[src/rtl/nor_sequencer_if.sv]
// Operand/result and shared NOR2-array connections of the NOR micro-sequencer.
// The slave modport is the sequencer; the master is the surrounding datapath.
interface nor_sequencer_if #(
    parameter int W = 1
);
    logic         start;
    logic [2:0]   op;
    logic [W-1:0] a;
    logic [W-1:0] b;
    logic [W-1:0] nor_a;
    logic [W-1:0] nor_b;
    logic [W-1:0] nor_z;
    logic [W-1:0] z;
    logic         busy;
    logic         done;

    modport slave (
        input  start, op, a, b, nor_z,
        output nor_a, nor_b, z, busy, done
    );

    modport master (
        output start, op, a, b, nor_z,
        input  nor_a, nor_b, z, busy, done
    );
endinterface

[src/rtl/nor_sequencer.sv]
// Micro-sequencer that evaluates a two-input logic function as a chain of NOR
// steps on one shared external NOR2 array, one step per clock.
module nor_sequencer #(
    parameter int W = 1
) (
    input  logic           clk_i,
    input  logic           rst_i,
    nor_sequencer_if.slave bus
);

    typedef enum logic {
        ST_IDLE,
        ST_EVAL
    } state_e;

    typedef enum logic [2:0] {
        SRC_ZERO,
        SRC_LA,
        SRC_LB,
        SRC_T1,
        SRC_T2,
        SRC_T3,
        SRC_T4
    } src_e;

    // Temporary destinations are encoded so that their low two bits index tmp.
    typedef enum logic [2:0] {
        DST_T1 = 3'd0,
        DST_T2 = 3'd1,
        DST_T3 = 3'd2,
        DST_T4 = 3'd3,
        DST_Z  = 3'd4
    } dst_e;

    typedef struct packed {
        src_e src_a;
        src_e src_b;
        dst_e dst;
    } step_t;

    localparam logic [2:0] OP_NOR  = 3'b000;
    localparam logic [2:0] OP_OR   = 3'b001;
    localparam logic [2:0] OP_AND  = 3'b010;
    localparam logic [2:0] OP_NAND = 3'b011;
    localparam logic [2:0] OP_XNOR = 3'b100;
    localparam logic [2:0] OP_XOR  = 3'b101;
    localparam logic [2:0] OP_NOTA = 3'b110;
    localparam logic [2:0] OP_BUFA = 3'b111;

    function automatic step_t mk_step(input src_e sa, input src_e sb, input dst_e d);
        step_t s;
        s.src_a = sa;
        s.src_b = sb;
        s.dst   = d;
        return s;
    endfunction

    // Every program's default arm is its final step, so a stray step index
    // still terminates the operation instead of looping.
    function automatic step_t step_lookup(input logic [2:0] op, input logic [2:0] step);
        step_t s;
        s = mk_step(SRC_ZERO, SRC_ZERO, DST_Z);
        case (op)
            OP_NOR: s = mk_step(SRC_LA, SRC_LB, DST_Z);
            OP_OR: begin
                case (step)
                    3'd1:    s = mk_step(SRC_LA, SRC_LB, DST_T1);
                    default: s = mk_step(SRC_T1, SRC_T1, DST_Z);
                endcase
            end
            OP_AND: begin
                case (step)
                    3'd1:    s = mk_step(SRC_LA, SRC_LA, DST_T1);
                    3'd2:    s = mk_step(SRC_LB, SRC_LB, DST_T2);
                    default: s = mk_step(SRC_T1, SRC_T2, DST_Z);
                endcase
            end
            OP_NAND: begin
                case (step)
                    3'd1:    s = mk_step(SRC_LA, SRC_LA, DST_T1);
                    3'd2:    s = mk_step(SRC_LB, SRC_LB, DST_T2);
                    3'd3:    s = mk_step(SRC_T1, SRC_T2, DST_T3);
                    default: s = mk_step(SRC_T3, SRC_T3, DST_Z);
                endcase
            end
            OP_XNOR: begin
                case (step)
                    3'd1:    s = mk_step(SRC_LA, SRC_LB, DST_T1);
                    3'd2:    s = mk_step(SRC_LA, SRC_T1, DST_T2);
                    3'd3:    s = mk_step(SRC_LB, SRC_T1, DST_T3);
                    default: s = mk_step(SRC_T2, SRC_T3, DST_Z);
                endcase
            end
            OP_XOR: begin
                case (step)
                    3'd1:    s = mk_step(SRC_LA, SRC_LB, DST_T1);
                    3'd2:    s = mk_step(SRC_LA, SRC_T1, DST_T2);
                    3'd3:    s = mk_step(SRC_LB, SRC_T1, DST_T3);
                    3'd4:    s = mk_step(SRC_T2, SRC_T3, DST_T4);
                    default: s = mk_step(SRC_T4, SRC_T4, DST_Z);
                endcase
            end
            OP_NOTA: s = mk_step(SRC_LA, SRC_LA, DST_Z);
            OP_BUFA: begin
                case (step)
                    3'd1:    s = mk_step(SRC_LA, SRC_LA, DST_T1);
                    default: s = mk_step(SRC_T1, SRC_T1, DST_Z);
                endcase
            end
            default: s = mk_step(SRC_ZERO, SRC_ZERO, DST_Z);
        endcase
        return s;
    endfunction

    function automatic logic [W-1:0] src_mux(
        input src_e               sel,
        input logic [W-1:0]       la,
        input logic [W-1:0]       lb,
        input logic [3:0][W-1:0]  tmp
    );
        logic [W-1:0] v;
        case (sel)
            SRC_LA:  v = la;
            SRC_LB:  v = lb;
            SRC_T1:  v = tmp[0];
            SRC_T2:  v = tmp[1];
            SRC_T3:  v = tmp[2];
            SRC_T4:  v = tmp[3];
            default: v = '0;
        endcase
        return v;
    endfunction

    state_e              state_q, state_d;
    logic [2:0]          step_q,  step_d;
    logic [2:0]          op_q,    op_d;
    logic [W-1:0]        la_q,    la_d;
    logic [W-1:0]        lb_q,    lb_d;
    logic [3:0][W-1:0]   tmp_q,   tmp_d;
    logic [W-1:0]        z_q,     z_d;
    logic                done_q,  done_d;

    step_t               step_cur;
    logic [W-1:0]        nor_a;
    logic [W-1:0]        nor_b;

    // NOR operands depend only on registered state, so they settle once per edge.
    always_comb begin
        step_cur = step_lookup(op_q, step_q);
        nor_a    = '0;
        nor_b    = '0;
        if (state_q == ST_EVAL) begin
            nor_a = src_mux(step_cur.src_a, la_q, lb_q, tmp_q);
            nor_b = src_mux(step_cur.src_b, la_q, lb_q, tmp_q);
        end
    end

    always_comb begin
        // NOTE: every variable gets its hold value first so no path through
        // the case leaves one unassigned, which would infer a latch.
        state_d = state_q;
        step_d  = step_q;
        op_d    = op_q;
        la_d    = la_q;
        lb_d    = lb_q;
        tmp_d   = tmp_q;
        z_d     = z_q;
        done_d  = 1'b0;

        case (state_q)
            ST_IDLE: begin
                if (bus.start) begin
                    op_d    = bus.op;
                    la_d    = bus.a;
                    lb_d    = bus.b;
                    step_d  = 3'd1;
                    state_d = ST_EVAL;
                end
            end
            ST_EVAL: begin
                if (step_cur.dst == DST_Z) begin
                    z_d     = bus.nor_z;
                    done_d  = 1'b1;
                    step_d  = 3'd0;
                    state_d = ST_IDLE;
                end else begin
                    tmp_d[2'(step_cur.dst)] = bus.nor_z;
                    step_d = step_q + 3'd1;
                end
            end
            default: state_d = ST_IDLE;
        endcase
    end

    always_ff @(posedge clk_i) begin
        // NOTE: state registers use non-blocking assignments so every flop
        // samples the pre-edge value regardless of statement order.
        if (rst_i) begin
            state_q <= ST_IDLE;
            step_q  <= 3'd0;
            op_q    <= 3'd0;
            la_q    <= '0;
            lb_q    <= '0;
            // NOTE: the temporaries are a tiny register file, not RAM, and
            // are cleared so a fresh start is fully deterministic.
            tmp_q   <= '0;
            z_q     <= '0;
            done_q  <= 1'b0;
        end else begin
            state_q <= state_d;
            step_q  <= step_d;
            op_q    <= op_d;
            la_q    <= la_d;
            lb_q    <= lb_d;
            tmp_q   <= tmp_d;
            z_q     <= z_d;
            done_q  <= done_d;
        end
    end

    assign bus.nor_a = nor_a;
    assign bus.nor_b = nor_b;
    assign bus.z     = z_q;
    assign bus.busy  = (state_q == ST_EVAL);
    assign bus.done  = done_q;

endmodule
[src/flat_wrapper.sv]
// flat-port wrapper written by rule: the top's interface ports become plain ports
module nor_sequencer_flat 
#(
    parameter int W = 1
)
  (clk_i, rst_i, bus_start, bus_op, bus_a, bus_b, bus_nor_z, bus_nor_a, bus_nor_b, bus_z, bus_busy, bus_done);
  nor_sequencer_if #(.W(W)) bus_i ();
  input  logic clk_i;
  input  logic rst_i;
  input wire logic [$bits(bus_i.start)-1:0] bus_start;
  input wire logic [$bits(bus_i.op)-1:0] bus_op;
  input wire logic [$bits(bus_i.a)-1:0] bus_a;
  input wire logic [$bits(bus_i.b)-1:0] bus_b;
  input wire logic [$bits(bus_i.nor_z)-1:0] bus_nor_z;
  output wire logic [$bits(bus_i.nor_a)-1:0] bus_nor_a;
  output wire logic [$bits(bus_i.nor_b)-1:0] bus_nor_b;
  output wire logic [$bits(bus_i.z)-1:0] bus_z;
  output wire logic [$bits(bus_i.busy)-1:0] bus_busy;
  output wire logic [$bits(bus_i.done)-1:0] bus_done;
  assign bus_i.start = bus_start;
  assign bus_i.op = bus_op;
  assign bus_i.a = bus_a;
  assign bus_i.b = bus_b;
  assign bus_i.nor_z = bus_nor_z;
  assign bus_nor_a = bus_i.nor_a;
  assign bus_nor_b = bus_i.nor_b;
  assign bus_z = bus_i.z;
  assign bus_busy = bus_i.busy;
  assign bus_done = bus_i.done;
  nor_sequencer #(.W(W)) u_core (.clk_i(clk_i), .rst_i(rst_i), .bus(bus_i));
endmodule
[config.mk]
export PLATFORM = sky130hd
export DESIGN_NAME = nor_sequencer_flat
export DESIGN_NICKNAME = d
export VERILOG_FILES = /design/src/rtl/nor_sequencer_if.sv /design/src/rtl/nor_sequencer.sv /design/src/flat_wrapper.sv
export SDC_FILE = /design/constraint.sdc
export NUM_CORES = 1
export LEC_CHECK = 0
export CORE_MARGIN = 5
export CORE_UTILIZATION = 40
export DETAILED_ROUTE_END_ITERATION = 8
export PLACE_DENSITY = 0.64
export REMOVE_ABC_BUFFERS = 1
export SYNTH_ARGS = -nofsm -noshare
export SYNTH_HDL_FRONTEND = slang
export SYNTH_SLANG_ARGS = --single-unit
[constraint.sdc]
create_clock -name clk_i -period 3.3 [get_ports clk_i]
set_input_delay 0.33 -clock clk_i [delete_from_list [all_inputs] [get_ports clk_i]]
set_output_delay 0.33 -clock clk_i [all_outputs]
set_load 0.02 [all_outputs]
==> reports/metrics.csv, run 1 <==
stage,metric,value,unit
die,Die H,66.1,µm
route,Vias,1162,
route,final wirelength,3160,µm
worst_setup_path,CP Capture Type,output port,
power_and_ir_drop,PwrDens,304,mW/mm²
clocking,Clock Latency Late Sink,0.28,ns
worst_setup_path,Worst path depth,11,
worst_setup_path,largest stage delay on the critical path,0.37,ns
job,MaxCap Viol Count,0,
sta,final worst setup slack,0.375,ns
power_and_ir_drop,Logic pwr share,0.313,
clocking,clock tree sinks,15,
sta,"Slew Viols, Final",0,
grt,initial antenna violation count,0,
placed_design,gpl congestion,0.907,
sta,max_slew headroom,0.550,
worst_setup_path,slowest CP cell,dfxtp_2,
route,wire length per cell,15.2,µm
die,Cell Rows,20,
final_layout,diodes inserted,0,
placed_design,Inst Count DP,203,
power_and_ir_drop,Sequential Power Share,0.455,
final_layout,# nets final,179,
synth,ys async rst share,0,
route,1st-iter DRT viols,72,
synth,Synth warnings,0,
synth,prevailing post-synth register cell,dfxtp_1,
grt,first-pass GRT wire length,5310,µm
final_layout,multi-input gate area in the final layout,910,µm²
worst_setup_path,CP max FO,10,
final_layout,register area,304,µm²
synth,top area cells in the synthesized netlist,"dfxtp_1 24%, mux2i_1 9.5%, nor2_1 6.9%, ha_1 5.0%, o21ai_0 3.2%",
power_and_ir_drop,Int Power,0.304,mW
clocking,CTS tree,done,
sta,Fmax,342,MHz
grt,Global Route Usage Sum,0.156,
worst_setup_path,crit path buf inv count,3,
clocking,total CTS buffers,3,
power_and_ir_drop,Leak,0.575,nW
grt,vias in the first global route,1196,
clocking,Worst-path clk slew,0.08,ns
synth,Post-Syn Area,0.00126,mm²
synth,Post-synth EDFFs,0,
placed_design,pre-CTS setup slack,0.211,ns
worst_setup_path,required time of the critical path,2.97,ns
final_layout,Fill cells,291,
sta,worst slew pin tran,0.674,ns
placed_design,DP Wirelength,2450,µm
clocking,Max Buffers Root-to-Sink,2,
worst_setup_path,crit start category,register,
synth,"FF+latch count, synth",15,
power_and_ir_drop,switching share of total power,0.329,
final_layout,Layout area overhead,18.4,%
clocking,CTS root buffer,clkbuf_4,
synth,"Distinct cells, synth",47,
final_layout,fin util,0.492,
synth,register area share after synthesis,0.239,
power_and_ir_drop,maximum VDD drop,270,µV
die,Initial Util,0.416,
sta,Tcrit/Tclk final,0.886,
route,Post-DRT Antenna Nets,0,
worst_setup_path,R2R depth,9,
synth,Yosys top cell area share,0.239,
die,Top Ports,14,
sta,Final Hold Fails,0,
sta,minimum clock period,2.93,ns
synth,syn_area_per_cell,8.34,µm²
grt,largest net degree at the start of global routing,18,
power_and_ir_drop,power consumption,0.453,mW
sta,skew final,0.00200,ns
worst_hold_path,WHS Path Cells,2,
placed_design,Buffers on Ports,13,
synth,Cells after Synth,151,
route,vias per cell,5.59,
worst_hold_path,Hold WC Path Type,register to register,
die,die area,0.00437,mm²
worst_setup_path,CP Cell Sequence,inv_1 -> ha_2 -> nor2_1 -> a221oi_2 -> a2111oi_4 -> a311oi_2 -> buf_4 -> mux2i_1 -> o21ai_1 -> and3_1 -> dlymetal6s2s_1,
worst_setup_path,Critical Path AT,2.60,ns
grt,Congestion Overflow GR,0,
clocking,H-Tree Depth,1,
final_layout,layout cells sized above 1,0.189,
sta,RSZ-0062 raised after global routing,no,
sta,setup TNS,0,ns
power_and_ir_drop,Net Switching,0.149,mW
run_status,status,"complete, no violations",
final_layout,Layout Cells excl Fill,208,
power_and_ir_drop,Clock power frac,0.232,
die,Die Wd,66.1,µm
route,DRC errors left,0,
sta,Finish-stage setup viols,0,
worst_setup_path,cell family with most CP delay,compound AO/OA/AOI/OAI gates,
route,DRT Pass-1 Iters,4,
worst_setup_path,crit path kind,register to output port,
die,core area,0.00303,mm²
synth,largest area contributor in the netlist,dfxtp_1,
-- synthesized netlist by cell type (2+ instances only) --
cell type,instances
nor2_1,23
dfxtp_1,15
mux2i_1,12
inv_1,8
nand2_1,8
o21ai_0,8
nor3_1,6
ha_1,5
nand2b_1,5
o211ai_1,5
nor2b_1,4
a21oi_1,3
buf_4,3
clkbuf_1,3
nand3_1,3
o21a_1,3
o21ai_1,3
a2bb2oi_1,2
a31oi_1,2
and2b_4,2
o22ai_1,2
-- registers in the layout, indices dropped and copies added (netlist names) --
name	flops
u_core.tmp_q	4
u_core.bus.z	1
u_core.bus.busy	1
u_core.bus.done	1
u_core.step_q	3
u_core.op_q	3
u_core.lb_q	1
u_core.la_q	1
-- area by class of cell --
class / instances / area share
sequential: 15 / 0.204
timing repair buffer: 17 / 0.111
tap: 44 / 0.0369
multi-input combinational: 120 / 0.610
clock buffer: 4 / 0.0176
inverter: 8 / 0.0202
-- per-stage QoR --
stage                     hold slack [ns]  area (µm²)
after floorplan                     0.402        1210
after global placement              0.473        1420
after detailed placement            0.503        1420
after CTS                           0.529        1460
after global routing                0.541        1490
final                               0.513        1490
-- per-layer routing --
layer  up-vias  track usage  share of wire
li1        577            -              -
met1       536        0.183           0.43
met2        43        0.274           0.49
met3         6       0.0204          0.061
met4         0       0.0761          0.016
met5         -            0              0
-- worst register-to-register path: cells and delay by family (launching register included) --
family / cells / cell delay (ns)
AOI/OAI and AO/OA: 4 / 1.06
DFF: 1 / 0.40
and+or+nand+nor: 2 / 0.28
adders and majority gates: 1 / 0.24
muxes: 1 / 0.19
buffers and inverters: 1 / 0.09
-- what timing repair did --
item	CTS	global route
hold buffers	0	0
setup endpoints to repair	2	2
pin swaps	1	1
buffers inserted	0	1
gates resized for setup	6	6
-- cell families (layout without fill, tap and decap cells) --
| kind of cell | after synthesis | after routing | synth area share |
|---|---|---|---|
| fa+ha+maj | 5 | 5 | 0.0497 |
| flops | 15 | 15 | 0.239 |
| buf+inv | 16 | 29 | 0.0636 |
| compound gates | 45 | 45 | 0.288 |
| simple gates | 58 | 58 | 0.264 |
| mux | 12 | 12 | 0.0954 |
-- layout by cell type, fill, tap and decap left out, drive strengths merged, types with 3 or more instances in the layout --
master         Yosys  layout
a21oi              3       3
buf                5       4
nor2              23      23
o21ai             11      11
nor3               6       6
o22ai              3       3
mux2i             12      12
o21a               3       3
clkdlybuf4s50      0      11
nand3              3       3
inv                8       8
ha                 5       5
nand2              8       8
clkbuf             3       4
dfxtp             15      15
nand2b             6       6
nor2b              5       5
o211ai             5       5
-- power by group through the flow --
stage | sequential (mW) | clock (mW) | combinational (mW)
after floorplan | 0.209 | 0 | 0.0876
after global placement | 0.209 | 0 | 0.132
after detailed placement | 0.209 | 0 | 0.134
after CTS | 0.205 | 0.109 | 0.137
after global routing | 0.208 | 0.117 | 0.154
final | 0.206 | 0.105 | 0.142
-- final timing paths --
check	endpoint	startpoint	slack (ns)
setup / recovery	bus_nor_a	u_core.step_q[1]	0.37
hold / removal	u_core.bus.z	u_core.bus.z	0.51
setup reg to reg	u_core.bus.z	u_core.step_q[1]	0.91
hold reg to reg	u_core.bus.z	u_core.bus.z	0.51
Note: power is estimated with default switching activity, not from simulation.
==> run 2, diff against run 1 <==
--- a/config.mk
+++ b/config.mk
@@ -5,7 +5,7 @@
 export SDC_FILE = /design/constraint.sdc
 export NUM_CORES = 1
 export LEC_CHECK = 0
-export CORE_MARGIN = 5
+export CORE_MARGIN = 8
 export CORE_UTILIZATION = 40
 export DETAILED_ROUTE_END_ITERATION = 8
 export PLACE_DENSITY = 0.64
==> reports/metrics.csv, run 2 (synthesis results as in run 1) <==
stage,metric,value,unit,change
run_status,status,"complete, no violations",,
route,DRC errors left,0,,unchanged
grt,largest net degree at the start of global routing,16,,-2
grt,initial antenna violation count,0,,unchanged
worst_hold_path,Hold WC Path Type,register to register,,
clocking,Max Buffers Root-to-Sink,2,,unchanged
route,Post-DRT Antenna Nets,0,,unchanged
route,wire length per cell,16.0,µm,+5.6%
final_layout,diodes inserted,0,,unchanged
die,core area,0.00303,mm²,unchanged
die,Cell Rows,20,,unchanged
worst_setup_path,CP Capture Type,output port,,
sta,"Slew Viols, Final",0,,unchanged
route,Vias,1223,,+5.2%
sta,setup TNS,0,ns,unchanged
sta,RSZ-0062 raised after global routing,no,,
clocking,H-Tree Depth,1,,unchanged
power_and_ir_drop,Leak,0.579,nW,+0.64%
power_and_ir_drop,maximum VDD drop,168,µV,-38%
clocking,Clock Latency Late Sink,0.29,ns,about the same
die,Top Ports,14,,unchanged
sta,Finish-stage setup viols,0,,unchanged
grt,Congestion Overflow GR,0,,unchanged
die,Die H,72.1,µm,+9.1%
power_and_ir_drop,PwrDens,304,mW/mm²,+0.10%
final_layout,Fill cells,275,,-5.5%
route,vias per cell,5.80,,+3.8%
clocking,CTS tree,done,,
die,die area,0.00520,mm²,+19%
clocking,CTS root buffer,clkbuf_4,,
sta,minimum clock period,3.12,ns,+0.198 ns
grt,vias in the first global route,1146,,-4.2%
final_layout,Layout area overhead,20.7,%,
sta,Fmax,320,MHz,-6.3%
worst_setup_path,required time of the critical path,2.97,ns,about the same
placed_design,Buffers on Ports,13,,unchanged
clocking,Worst-path clk slew,0.10,ns,+0.02 ns
sta,Final Hold Fails,0,,unchanged
final_layout,# nets final,182,,+1.7%
final_layout,max reg flops,4,,unchanged
die,Die Wd,72.1,µm,+9.1%
final_layout,layout cells sized above 1,0.198,,+0.00858
sta,skew final,0.00676,ns,+0.00476 ns
clocking,clock tree sinks,15,,unchanged
clocking,total CTS buffers,3,,unchanged
worst_setup_path,R2R depth,10,,+1
final_layout,most frequent cells in the layout,"23 x nor2_1, 14 x dfxtp_1, 12 x mux2i_1",,
placed_design,gpl congestion,0.939,,+3.6%
route,DRT Pass-1 Iters,4,,unchanged
route,final wirelength,3380,µm,+7.1%
worst_setup_path,CP max FO,8,,-2
sta,worst slew pin tran,0.682,ns,+0.00813 ns
grt,first-pass GRT wire length,5490,µm,+3.5%
sta,final hold slack,0.513,ns,-0.000323 ns
worst_hold_path,WHS Path Cells,2,,unchanged
sta,Tcrit/Tclk final,0.946,,+0.0599
sta,max_slew headroom,0.545,,-0.00543
placed_design,DP Wirelength,2470,µm,+0.90%
grt,Global Route Usage Sum,0.132,,-0.0241
worst_setup_path,Critical Path AT,2.79,ns,+0.19 ns
final_layout,Top reg by flops,u_core.tmp_q,,
worst_setup_path,crit path kind,register to output port,,
final_layout,Top Registers,"u_core.tmp_q (4), u_core.op_q (3), u_core.step_q (3)",,
job,MaxCap Viol Count,0,,unchanged
die,Initial Util,0.416,,unchanged
worst_setup_path,crit start category,register,,
route,1st-iter DRT viols,129,,+79%
final_layout,"most common cell after layout, fill and taps aside",nor2_1,,
==> run 2: changes by cell type in the layout (fill, tap and decap cells not counted), sizes merged <==
cell and change:
clkbuf -1, buf +3, dlymetal6s2s -1, dlygate4sd2 +1, clkinv +1
==> run 2: worst paths after layout <==
path | to | startpoint | slack [ns]
setup / recovery | bus_nor_a | u_core.step_q[1] | 0.18
hold / removal | u_core.bus.z | u_core.bus.z | 0.51
setup reg to reg | u_core.step_q[2] | u_core.step_q[1] | 0.77
hold reg to reg | u_core.bus.z | u_core.bus.z | 0.51
==> run 2: report_power, final <==
part	internal, mW	leakage (nW)	switching [mW]	total, mW
combinational	0.0712	0.438	0.0782	0.149
clock	0.0451	0.0177	0.0622	0.107
sequential	0.189	0.123	0.0165	0.206
total	0.305	0.579	0.157	0.462
==> run 2: per-stage QoR <==
stage | setup slack [ns] | util | std cells | power (mW) | instance area [µm²]
CTS | 0.0179 | 0.492 | 210 | 0.455 | 1490
detailed placement | 0.206 | 0.475 | 206 | 0.345 | 1440
floorplan | 0.923 | - | 143 | 0.297 | 1210
finish | 0.177 | 0.502 | 211 | 0.462 | 1520
global route | 0.00228 | 0.502 | 211 | 0.487 | 1520
global placement | 0.272 | 0.475 | 206 | 0.346 | 1440
==> run 2: routing by layer <==
layer / track usage / vias up / share of wire
met5: 0 / - / 0
met4: 0.0590 / 0 / 0.022
met3: 0.0220 / 10 / 0.063
met2: 0.214 / 58 / 0.48
met1: 0.165 / 574 / 0.43
li1: - / 581 / -
==> run 2: critical path, stage by stage, from the launching register on <==
cell and delay [ns]:
dfxtp_2 0.37, inv_1 0.11, buf_4 0.12, ha_1 0.23, nand2b_4 0.06, a221oi_2 0.34, a2111oi_4 0.11, a311oi_2 0.21
buf_4 0.17, mux2i_1 0.19, o21ai_1 0.08, and3_1 0.18, dlygate4sd2_1 0.32
==> run 2: timing repair <==
action / in CTS / in global routing
endpoints found under the setup margin: 2 / 2
hold buffers: 0 / 0
cloned: 0 / 0
pin swaps: 1 / 2
buffers inserted: 0 / 1
resized for setup: 7 / 4
hold endpoints to repair: 0 / 0
==> run 2: cell type report <==
class	count	area [µm²]	share of cell area
multi-input cells	120	921	0.606
flip-flops and latches	15	302	0.199
repair buffers	20	184	0.121
well taps	44	55.1	0.0362
inverters	8	30.0	0.0198
clock buffers	3	22.5	0.0148
clock inverters	1	5.00	0.00329
==> run 3, diff against run 2 <==
--- a/config.mk
+++ b/config.mk
@@ -5,10 +5,11 @@
 export SDC_FILE = /design/constraint.sdc
 export NUM_CORES = 1
 export LEC_CHECK = 0
+export CORE_ASPECT_RATIO = 2
 export CORE_MARGIN = 8
 export CORE_UTILIZATION = 40
 export DETAILED_ROUTE_END_ITERATION = 8
-export PLACE_DENSITY = 0.64
+export PLACE_DENSITY = 0.66
 export REMOVE_ABC_BUFFERS = 1
 export SYNTH_ARGS = -nofsm -noshare
 export SYNTH_HDL_FRONTEND = slang
==> constraint.sdc (replaced) <==
create_clock -name clk_i -period 2.8 [get_ports clk_i]
set_input_delay 0.28 -clock clk_i [delete_from_list [all_inputs] [get_ports clk_i]]
set_output_delay 0.28 -clock clk_i [all_outputs]
set_load 0.02 [all_outputs]
==> reports/metrics.csv, run 3 (synthesis results as in run 1) <==
stage,metric,value,unit,change
worst_setup_path,CP max FO,5,,-3
placed_design,DP Wirelength,2620,µm,+6.3%
route,vias per cell,5.83,,+0.51%
sta,worst slew pin tran,0.597,ns,-0.0845 ns
clocking,CTS Hold Bufs,0,,unchanged
worst_setup_path,crit start category,register,,
route,DRT Pass-1 Iters,4,,unchanged
placed_design,Inst Count DP,211,,+2.4%
power_and_ir_drop,Leak,0.679,nW,+17%
worst_setup_path,CP Cell Sequence,ha_2 -> ha_4 -> nor3_1 -> nor2_1 -> o32a_1 -> o21a_1 -> nor3_1 -> a31oi_1 -> o21a_1 -> clkdlybuf4s15_2,,
grt,largest net degree at the start of global routing,16,,unchanged
clocking,CTS root buffer,clkbuf_8,,
route,1st-iter DRT viols,30,,-77%
job,MaxCap Viol Count,0,,unchanged
power_and_ir_drop,power consumption,0.623,mW,+35%
worst_setup_path,largest stage delay on the critical path,0.36,ns,about the same
sta,max_slew headroom,0.601,,+0.0564
placed_design,gpl congestion,0.919,,-2.1%
grt,first-pass GRT wire length,5800,µm,+5.5%
grt,Congestion Overflow GR,0,,unchanged
power_and_ir_drop,maximum VDD drop,305,µV,+81%
final_layout,# nets final,202,,+11%
final_layout,diodes inserted,0,,unchanged
grt,Global Route Usage Sum,0.130,,-0.00156
power_and_ir_drop,PwrDens,355,mW/mm²,+17%
clocking,clock tree sinks,15,,unchanged
final_layout,fin util,0.570,,+0.0679
worst_setup_path,CP Capture Type,output port,,
die,Die H,95.3,µm,+32%
clocking,Worst-path clk slew,0.06,ns,-0.04 ns
final_layout,Top reg by flops,u_core.tmp_q,,
sta,Finish-stage setup viols,0,,unchanged
worst_setup_path,required time of the critical path,2.52,ns,-0.45 ns
sta,final hold slack,0.508,ns,-0.00533 ns
grt,initial antenna violation count,0,,unchanged
die,Cell Rows,29,,+45%
final_layout,Layout area overhead,39.6,%,
worst_setup_path,crit path kind,register to output port,,
clocking,CTS tree,done,,
placed_design,Buffers on Ports,13,,unchanged
clocking,Clock Latency Late Sink,0.25,ns,-0.04 ns
die,Die Wd,55.7,µm,-23%
route,DRC errors left,0,,unchanged
sta,"Slew Viols, Final",0,,unchanged
worst_setup_path,Critical Path AT,2.43,ns,-0.36 ns
route,Vias,1270,,+3.8%
die,core area,0.00308,mm²,+1.9%
route,Post-DRT Antenna Nets,0,,unchanged
sta,Final Hold Fails,0,,unchanged
worst_setup_path,cell family with most CP delay,compound AO/OA/AOI/OAI gates,,
clocking,H-Tree Depth,1,,unchanged
worst_hold_path,Hold WC Path Type,register to register,,
die,die area,0.00531,mm²,+2.1%
die,Top Ports,14,,unchanged
final_layout,max reg flops,4,,unchanged
final_layout,most frequent cells in the layout,"28 x buf_4, 22 x nor2_1, 13 x dfxtp_1",,
sta,RSZ-0062 raised after global routing,no,,
grt,vias in the first global route,1263,,+10%
worst_setup_path,crit path buf inv count,1,,-3
sta,skew final,0.00472,ns,-0.00204 ns
sta,minimum clock period,2.71,ns,
sta,Tcrit/Tclk final,0.969,,
final_layout,layout cells sized above 1,0.342,,+0.145
final_layout,Layout Cells excl Fill,218,,+3.3%
run_status,status,"complete, no violations",,
final_layout,"most common cell after layout, fill and taps aside",buf_4,,
clocking,Max Buffers Root-to-Sink,2,,unchanged
sta,Fmax,369,MHz,
clocking,total CTS buffers,3,,unchanged
die,Initial Util,0.408,,-0.00759
final_layout,Top Registers,"u_core.tmp_q (4), u_core.op_q (3), u_core.step_q (3)",,
worst_setup_path,slowest CP cell,o32a_1,,
route,wire length per cell,16.2,µm,+0.97%
route,final wirelength,3530,µm,+4.3%
[run 3: cell types whose count changed in the layout (fill, tap and decap cells not counted), moves of 2 or more]
cell      before  now
clkbuf_8       0    3
nor2b_4        0    2
buf_4          7   28
ha_4           0    4
nor2b_2        2    0
inv_2          0    2
inv_1          8    6
ha_1           3    0
clkbuf_4       3    0
[run 3: worst paths after layout]
path,from,to,slack (ns),cells after the start
hold / removal,u_core.bus.z,u_core.bus.z,0.51,2
setup / recovery,u_core.step_q[0],bus_nor_b,0.09,10
setup reg to reg,u_core.step_q[0],u_core.bus.z,0.42,10
hold reg to reg,u_core.bus.z,u_core.bus.z,0.51,2
[run 3: power by group]
group	leakage, nW	internal [mW]	switching (mW)	total [mW]
combinational	0.530	0.106	0.100	0.207
clock	0.0255	0.0985	0.0776	0.176
sequential	0.124	0.223	0.0179	0.241
total	0.679	0.427	0.196	0.623
[run 3: stage by stage]
step           cell area, µm²  setup WS (ns)  TNS [ns]
6_report                 1760         0.0863         0
5_1_grt                  1760        0.00222         0
4_1_cts                  1690        0.00965         0
3_5_place_dp             1560         -0.145    -0.241
3_3_place_gp             1560        -0.0990    -0.152
2_1_floorplan            1210          0.473         0
[run 3: timing repair]
action | CTS | global route
setup endpoints to repair | 2 | 2
pin swaps | 1 | 3
gates resized for setup | 22 | 16
setup buffers | 1 | 2
[run 3: cell type report]
class,count,area [µm²]
multi-input cells,120,1000
clock buffers,3,41.3
inverters,8,30.0
well taps,31,38.8
flip-flops and latches,15,305
repair buffers,40,332
fillers,256,1330
clock inverters,1,5.00
[run 3: per-layer routing]
layer  routed length [µm]  global-route usage  vias up
met3                  200              0.0360       12
met5                    0                   0        -
met2                 1770               0.218       40
li1                     -                   -      625
met4                  114              0.0723        0
met1                 1450               0.144      593
[run 3: worst register-to-register path: stages, from the launching register on]
cell	delay, ns
dfxtp_2	0.35
ha_2	0.21
ha_4	0.18
buf_4	0.14
nor4b_4	0.34
buf_4	0.16
a32oi_1	0.08
a211oi_2	0.32
and2_2	0.23
mux2i_1	0.18
nor2_1	0.05
